**config.mk**
```make
export PLATFORM = sky130hd
export DESIGN_NAME = booth_sequencer
export DESIGN_NICKNAME = d
export VERILOG_FILES = /design/src/rtl/booth_pkg.sv /design/src/rtl/booth_step_counter.sv /design/src/rtl/booth_sequencer.sv
export SDC_FILE = /design/constraint.sdc
export NUM_CORES = 1
export LEC_CHECK = 0
export CORE_MARGIN = 1.5
export CORE_UTILIZATION = 50
export DETAILED_ROUTE_END_ITERATION = 6
export PLACE_DENSITY = 0.79
export SLEW_MARGIN = 15
export SYNTH_ARGS = -nofsm -noshare
export SYNTH_HDL_FRONTEND = slang
export SYNTH_SLANG_ARGS = --single-unit
```
**constraint.sdc**
```tcl
create_clock -name clk -period 2.4 [get_ports clk]
set_input_delay 0.6 -clock clk [delete_from_list [all_inputs] [get_ports clk]]
set_output_delay 0.6 -clock clk [all_outputs]
set_load 0.05 [all_outputs]
```
**src/rtl/booth_pkg.sv**
```systemverilog
// Shared types and helpers for the radix-2 Booth multiplier control path.
package booth_pkg;

  typedef enum logic [2:0] {
    IDLE  = 3'd0,
    LOAD  = 3'd1,
    EVAL  = 3'd2,
    SHIFT = 3'd3,
    DONE  = 3'd4
  } state_t;

  // {Q[0], Q[-1]} patterns that request an accumulator update
  localparam logic [1:0] ADD = 2'b01;
  localparam logic [1:0] SUB = 2'b10;

  // Smallest width able to index 0..value-1 (never less than one bit)
  function automatic int CeilLog2(input int value);
    int result;
    result = 1;
    for (int i = 1; i < 32; i++) begin
      if ((1 << i) < value) begin
        result = i + 1;
      end
    end
    return result;
  endfunction

endpackage

```
**src/rtl/booth_step_counter.sv**
```systemverilog
// Booth iteration counter: cleared on load, advanced once per shift,
// wraps to zero after the final iteration and flags that final iteration.
module booth_step_counter
  import booth_pkg::*;
#(
  parameter int WORD_LENGTH = 16,
  parameter int CNT_BITS    = CeilLog2(WORD_LENGTH)
) (
  input  logic                clk,
  input  logic                reset,
  input  logic                clr,
  input  logic                inc,
  output logic [CNT_BITS-1:0] step,
  output logic                last_step
);

  localparam logic [CNT_BITS-1:0] LastStep = CNT_BITS'(WORD_LENGTH - 1);

  logic [CNT_BITS-1:0] step_q;
  logic [CNT_BITS-1:0] step_d;

  // Clear wins over increment; increment wraps after the final iteration
  always_comb begin
    step_d = step_q;
    if (clr) begin
      step_d = '0;
    end else if (inc) begin
      if (step_q == LastStep) begin
        step_d = '0;
      end else begin
        step_d = step_q + 1'b1;
      end
    end
  end

  // Step register with asynchronous active-low reset
  always_ff @(posedge clk or negedge reset) begin
    if (!reset) begin
      step_q <= '0;
    end else begin
      step_q <= step_d;
    end
  end

  assign step      = step_q;
  assign last_step = (step_q == LastStep);

endmodule

```
**src/rtl/booth_sequencer.sv**
```systemverilog
// Control FSM for the radix-2 Booth multiplier: start/done handshake with
// the host and one-hot load/add/sub/shift strobes to the datapath.
module booth_sequencer
  import booth_pkg::*;
#(
  parameter int WORD_LENGTH = 16,
  parameter int CNT_BITS    = CeilLog2(WORD_LENGTH)
) (
  input  logic                clk,
  input  logic                reset,
  input  logic                start,
  input  logic                abort,
  input  logic [1:0]          q_pair,
  input  logic                done_ack,
  output logic                ready,
  output logic                load,
  output logic                add_en,
  output logic                sub_en,
  output logic                shift_en,
  output logic                done,
  output logic [CNT_BITS-1:0] step
);

  state_t state_q;
  state_t state_d;
  logic   last_step;
  logic   cnt_clr;
  logic   cnt_inc;

  // Abort leaves the counter at zero so the next run starts clean
  assign cnt_clr = (state_q == LOAD) || abort;
  assign cnt_inc = (state_q == SHIFT);

  booth_step_counter #(
    .WORD_LENGTH(WORD_LENGTH),
    .CNT_BITS   (CNT_BITS)
  ) u_step_counter (
    .clk      (clk),
    .reset    (reset),
    .clr      (cnt_clr),
    .inc      (cnt_inc),
    .step     (step),
    .last_step(last_step)
  );

  // State register with asynchronous active-low reset
  always_ff @(posedge clk or negedge reset) begin
    if (!reset) begin
      state_q <= IDLE;
    end else begin
      state_q <= state_d;
    end
  end

  // Next-state: abort beats start and done_ack from every busy state
  always_comb begin
    state_d = state_q;
    case (state_q)
      IDLE: begin
        if (start && !abort) begin
          state_d = LOAD;
        end
      end
      LOAD: begin
        state_d = abort ? IDLE : EVAL;
      end
      EVAL: begin
        state_d = abort ? IDLE : SHIFT;
      end
      SHIFT: begin
        if (abort) begin
          state_d = IDLE;
        end else if (last_step) begin
          state_d = DONE;
        end else begin
          state_d = EVAL;
        end
      end
      DONE: begin
        if (abort || done_ack) begin
          state_d = IDLE;
        end
      end
      default: begin
        state_d = IDLE;
      end
    endcase
  end

  // Strobes decoded straight from the registered state (add/sub also from q_pair)
  always_comb begin
    ready    = 1'b0;
    load     = 1'b0;
    add_en   = 1'b0;
    sub_en   = 1'b0;
    shift_en = 1'b0;
    done     = 1'b0;
    case (state_q)
      IDLE:  ready    = 1'b1;
      LOAD:  load     = 1'b1;
      EVAL: begin
        add_en = (q_pair == ADD);
        sub_en = (q_pair == SUB);
      end
      SHIFT: shift_en = 1'b1;
      DONE:  done     = 1'b1;
      default: begin
        ready = 1'b0;
      end
    endcase
  end

endmodule

```
==> flow_summary_export.csv, run 1 <==
group,metric,value,unit
floorplanning,dieWidth,66.2,um
clock_network,clockBufferDepth,2,
synth,ys_ff_latch,35,
timing,fin_ws,0.149,ns
timing,relSlewSlack,56.1,%
final_layout,n_antenna_cell,0,
synth,ys_warn_count,0,
placement,dp.cells,318,
setup_path,cp-start-kind,"flip-flop",
setup_path,cp_max_fo,10,
final_layout,final_util,70.3,%
detailed_routing,viasPerCell,5.85,
pwr,p_leak,1.07,nW
setup_path,cp_cell_sequence,"clkdlybuf4s50_1",
placement,io_buffers,44,
placement,place_ws,-0.0106,ns
min_path,hp-class,"reg -> reg",
final_layout,drive_gt1_share,12.0,%
detailed_routing,drt_pass1_iterations,4,
pwr,p_sw,0.284,mW
synth,synth_top_area_share,43.9,%
floorplanning,initial_core_util,53.3,%
final_layout,layout.cells.non_filler,324,
synth,ys.flop_type,"dfrtp_1",
synth,syn_inst,221,
clock_network,cts_tree,"yes",
grt,grt_overflow,0,
clock_network,clkSinkCount,35,
setup_path,timing.rr.start,"u_step_counter.step[0]$_DFFE_PN0P_",
floorplanning,ios,45,
setup_path,rr_worst_depth,6,
setup_path,crit_buf_inv,1,
final_layout,seqCellArea,876,um^2
final_layout,area_growth,31.8,%
pwr,p_clk_share,34.8,%
synth,syn_area_per_cell,9.03,um^2
synth,synth_edf_count,0,
final_layout,nets,285,
placement,gp_congestion,0.867,
floorplanning,die_h,66.2,um
synth,ys_seq_area_share,43.9,%
synth,synth_area_leader_cell,"dfrtp_1",
grt,track_usage,24.7,%
clock_network,clkSlewWorstSetupHoldPaths,0.06,ns
min_path,whs_endpoint,"u_step_counter.step[29]$_DFFE_PN0P_",
pwr,intPower,0.831,mW
setup_path,critPathCaptureType,"primary output",
job,drv_cap,0,
detailed_routing,wire_per_inst,15.3,um
setup_path,max_stage_delay,0.86,ns
setup_path,required,1.80,ns
min_path,hold_depth,1,
detailed_routing,ant_nets,0,
final_layout,fill_cells,311,
clock_network,clk_latency,0.29,ns
grt,antenna_found_initial,0,
timing,rsz0062_at_grt,"no",
timing,clock_skew,0.00932,ns
floorplanning,rows,22,
timing,worst_pin_slew,0.658,ns
clock_network,cts_made_buffers,5,
final_layout,multiInputGateArea,1050,um^2
setup_path,worstPathArrival,1.65,ns
detailed_routing,vias,1896,
grt,grt_pass1_vias,1731,
detailed_routing,drt-initial-drc-count,189,
clock_network,cts_root_buf,"clkbuf_8",
timing,fin_crit_sh,93.8,%
status,status,"completed",
placement,dp_hpwl,3550,um
setup_path,reg2reg_to,"u_step_counter.step[27]$_DFFE_PN0P_",
pwr,pwr-share-seq,54.0,%
synth,synthTopCellsByArea,"dfrtp_1, nor2_1, nand2_1",
setup_path,critical-path-top-delay-family,"buffers and inverters",
floorplanning,core_region_area,3740,um^2
timing,setup_viol,0,
synth,ys_types,42,
floorplanning,die_area,4380,um^2
timing,hold_viol,0,
grt,grt_pass1_wl,8210,um
clock_network,cts_htree_levels,2,
min_path,min_from,"u_step_counter.step[29]$_DFFE_PN0P_",
timing,finalCriticalPeriod,2.25,ns
setup_path,rrSetupSlack,0.27,ns
clock_network,holdBufCountCts,0,
timing,max_freq,444,MHz
pwr,p_comb_share,11.2,%
pwr,p_sw_share,25.5,%
grt,grt_max_degree,36,
detailed_routing,drcViolationCount,0,
setup_path,path_class,"reg -> out",
pwr,ir_worst_vdd,0.292,mV
pwr,power_density,424,nW/um^2
timing,drv_slew,0,
synth,syn-num-nets,229,
detailed_routing,routed_wl,4960,um
timing,tns,0,ns
synth,synth_area,2000,um^2
clock_network,post_cts_buffers,0,
synth,synth-async-reset-ratio,100,%
setup_path,critical-path-slowest-cell,"clkdlybuf4s50_1",
[cell usage after synthesis (6+ instances only)]
| cell type | number |
|---|---|
| xnor2_1 | 9 |
| a31oi_1 | 7 |
| o21ai_0 | 8 |
| nor2_1 | 28 |
| nand4_1 | 10 |
| nand2_1 | 23 |
| nor3_1 | 8 |
| nor4_1 | 9 |
| xor2_1 | 9 |
| nand3_1 | 13 |
| inv_1 | 6 |
| dfrtp_1 | 35 |
[power by group through the flow]
stage	sequential (mW)	clock, mW	combinational [mW]
floorplan	0.620	0	0.0601
global placement	0.613	0	0.123
detailed placement	0.614	0	0.125
CTS	0.602	0.399	0.125
global route	0.603	0.416	0.135
finish	0.603	0.388	0.125
[worst max-delay path by stage]
stage,start,endpoint,cells after the start,slack [ns]
CTS,u_step_counter.step[19]$_DFFE_PN0P_,u_step_counter.step[10]$_DFFE_PN0P_,5,0.04
global route,u_step_counter.step[2]$_DFFE_PN0P_,step[2],1,0.10
floorplan,state_q[0]$_DFFE_PN0P_,add_en,3,0.03
finish,u_step_counter.step[2]$_DFFE_PN0P_,step[2],1,0.15
global placement,abort,u_step_counter.step[18]$_DFFE_PN0P_,4,0.03
detailed placement,abort,u_step_counter.step[10]$_DFFE_PN0P_,4,-0.01
[through the flow]
stage          power, mW  hold slack (ns)  area (um^2)
6_report            1.12            0.531         2630
5_1_grt             1.15            0.560         2630
4_1_cts             1.13            0.535         2630
3_5_place_dp       0.738            0.526         2560
3_3_place_gp       0.736            0.504         2560
2_1_floorplan      0.680            0.304         2000
[cell type report]
cell class	instances	area share, %
Inverter	6	0.856
Tap cell	48	2.28
Timing Repair Buffer	57	20.8
Sequential cell	35	33.3
Clock buffer	6	2.76
Multi-Input combinational cell	172	40.0
[cells in the final DEF, fill, tap and decap left out, types with 2 or more instances in the layout]
cell type        instances
nand4_1                 10
clkdlybuf4s50_1         38
or4_1                    3
and4_1                   5
and3_1                   3
nor2_1                  27
inv_1                    6
buf_4                   17
clkbuf_8                 5
nand2b_1                 3
a41oi_1                  2
o211ai_1                 4
a21oi_1                  5
o21ai_0                  8
nor2_2                   2
nor3b_1                  2
nand3_1                 13
xnor2_1                  9
nor3_1                   8
nor4_1                   9
buf_12                   2
nand2_1                 23
a31oi_1                  7
and2_1                   3
and4_4                   2
xor2_1                   9
dfrtp_1                 35
[what timing repair did]
action / CTS / global route
endpoints found under the hold margin: 0 / 0
gates resized for setup: 0 / 1
endpoints found under the setup margin: 0 / 16
[routing by layer]
layer,vias up,track usage (%),wire [um]
met2,79,38.0,2320
met3,5,6.30,358
met5,-,0,0
met1,894,33.6,2230
li1,918,-,-
met4,0,9.44,61
[registers in the layout (all words and copies together) (netlist names)]
signal,count
u_step_counter.step,32
state_q,3
[logic make-up after synthesis]
| logic type | share of synthesized area, % |
|---|---|
| xor gates and xnor gates | 7.90 |
| buffers and inverters | 3.51 |
| muxes | 0.502 |
| and+or+nand+nor | 32.0 |
| AOI/OAI and AO/OA | 11.5 |
| DFF | 43.9 |
| adders and majority gates | 0.627 |
No activity file was read; power rests on OpenSTA's default activity.
==> inputs of run 2 (changes only) <==
--- a/config.mk
+++ b/config.mk
@@ -5,7 +5,7 @@
 export SDC_FILE = /design/constraint.sdc
 export NUM_CORES = 1
 export LEC_CHECK = 0
-export CORE_MARGIN = 1.5
+export CORE_MARGIN = 2
 export CORE_UTILIZATION = 50
 export DETAILED_ROUTE_END_ITERATION = 6
 export PLACE_DENSITY = 0.79
==> run 2 against run 1 <==
Against the previous run: final area increased by 1.5%; critical path depth increased by 2; core utilization is 1.0 points higher; largest power group unchanged.
==> flow_summary_export.csv, run 2 (synthesis results as in run 1) <==
group,metric,value,unit
timing,holdWs,0.528,ns
floorplanning,die_h,67.2,um
placement,place_area,2590,um^2
clock_network,cts_htree_levels,2,
grt,grt_pass1_wl,8570,um
setup_path,cp_max_fo,2,
detailed_routing,wl_met2,2560,um
timing,max_freq,442,MHz
placement,io_buffers,44,
setup_path,timing.rr.start,"u_step_counter.step[0]$_DFFE_PN0P_",
floorplanning,core_region_area,3740,um^2
clock_network,clkSlewWorstSetupHoldPaths,0.07,ns
final_layout,n_antenna_cell,0,
clock_network,cts_made_buffers,5,
final_layout,layout.cells.non_filler,330,
detailed_routing,wl_met3,273,um
final_layout,nets,289,
timing,finalCriticalPeriod,2.26,ns
pwr,ir_worst_vdd,0.230,mV
detailed_routing,drt-initial-drc-count,102,
timing,fin_crit_sh,94.3,%
floorplanning,die_area,4510,um^2
timing,drv_slew,0,
timing,worst_pin_slew,0.665,ns
setup_path,cp-start-kind,"primary input",
setup_path,rrSetupSlack,0.28,ns
final_layout,final_cell_mix,"clkdlybuf4s50_1, dfrtp_1, nor2_1",
final_layout,largest_reg_flops,32,
clock_network,clk_latency,0.29,ns
clock_network,post_cts_buffers,0,
setup_path,cp_cell_sequence,"clkdlybuf4s50_1 > nor3b_1 > buf_12",
detailed_routing,drt_pass1_iterations,4,
timing,clock_skew,0.00419,ns
clock_network,holdBufCountCts,0,
detailed_routing,ant_nets,0,
clock_network,cts_resized,0,
timing,setup_viol,0,
clock_network,clkSinkCount,35,
pwr,power_density,428,nW/um^2
final_layout,final_area,2670,um^2
grt,grt_pass1_vias,1828,
setup_path,reg2reg_to,"u_step_counter.step[31]$_DFFE_PN0P_",
setup_path,cp-startpoint,"q_pair[0]",
clock_network,cts_root_buf,"clkbuf_8",
grt,grt_overflow,0,
status,status,"completed",
final_layout,final_util,71.3,%
grt,track_usage,25.1,%
timing,relSlewSlack,55.6,%
detailed_routing,drcViolationCount,0,
setup_path,worstPathArrival,1.66,ns
floorplanning,rows,22,
setup_path,rr_worst_depth,6,
final_layout,final_common_cell,"clkdlybuf4s50_1",
placement,dp_hpwl,3730,um
timing,rsz0062_at_grt,"no",
placement,gp_congestion,0.891,
detailed_routing,viasPerCell,5.89,
min_path,hp-class,"reg -> reg",
pwr,p_leak,1.10,nW
setup_path,critPathCaptureType,"primary output",
detailed_routing,wire_per_inst,15.7,um
detailed_routing,routed_wl,5190,um
setup_path,max_stage_delay,0.48,ns
floorplanning,initial_core_util,53.3,%
grt,grt_max_degree,36,
setup_path,critical-path-slowest-cell,"clkdlybuf4s50_1",
placement,dp.cells,322,
floorplanning,dieWidth,67.2,um
setup_path,path_class,"in -> out",
grt,antenna_found_initial,0,
final_layout,area_growth,33.8,%
final_layout,drive_gt1_share,13.5,%
floorplanning,ios,45,
setup_path,required,1.80,ns
setup_path,crit_path_end,"add_en",
job,drv_cap,0,
clock_network,clockBufferDepth,2,
detailed_routing,wl_met1,2300,um
detailed_routing,highest_layer,"met4",
timing,hold_viol,0,
detailed_routing,vias,1945,
clock_network,cts_tree,"yes",
final_layout,fill_cells,318,
==> run 2: changes by cell type in the layout (fill, tap and decap cells not counted), sizes merged <==
| cell | change |
|---|---|
| buf | +4 |
| clkbuf | +1 |
| clkinv | +1 |
==> run 2: per-stage QoR <==
step	setup TNS [ns]	setup slack (ns)	total power, mW
finish	0	0.136	1.14
detailed placement	-0.00562	-0.00518	0.739
global route	0	0.0644	1.18
CTS	0	0.0497	1.15
floorplan	0	0.0266	0.680
global placement	0	0.0456	0.737
==> run 2: layout make-up <==
cell class | count | area, um^2 | area share, %
Clock buffer | 7 | 76.3 | 2.86
Clock inverter | 1 | 5.00 | 0.187
Inverter | 6 | 22.5 | 0.843
Multi-Input combinational cell | 172 | 1050 | 39.4
Sequential cell | 35 | 876 | 32.8
Tap cell | 48 | 60.1 | 2.25
Timing Repair Buffer | 61 | 578 | 21.6
==> run 2: metal layers <==
layer,GRT usage [%],up-vias
li1,-,925
met1,33.0,962
met2,40.8,50
met3,5.83,8
met4,8.42,0
met5,0,-
==> run 2: power breakdown <==
part	switching (mW)	internal (mW)	total (mW)
registers	0.00743	0.595	0.602
logic	0.0827	0.0433	0.126
clock network	0.211	0.204	0.415
total	0.301	0.842	1.14
==> run 2: worst min-delay path by stage <==
stage | start | slack, ns | endpoint | depth (start not counted)
finish | u_step_counter.step[30]$_DFFE_PN0P_ | 0.53 | u_step_counter.step[30]$_DFFE_PN0P_ | 1
global route | state_q[2]$_DFFE_PN0P_ | 0.55 | state_q[1]$_DFFE_PN0P_ | 1
CTS | state_q[2]$_DFFE_PN0P_ | 0.53 | state_q[1]$_DFFE_PN0P_ | 1
detailed placement | state_q[2]$_DFFE_PN0P_ | 0.52 | state_q[1]$_DFFE_PN0P_ | 1
global placement | state_q[2]$_DFFE_PN0P_ | 0.51 | state_q[1]$_DFFE_PN0P_ | 1
floorplan | reset | 0.30 | state_q[0]$_DFFE_PN0P_ | 0
==> run 2: critical path: cells and delay by family <==
| family | cells | cell delay (ns) |
|---|---|---|
| buf+inv | 2 | 0.68 |
| simple gates | 1 | 0.39 |
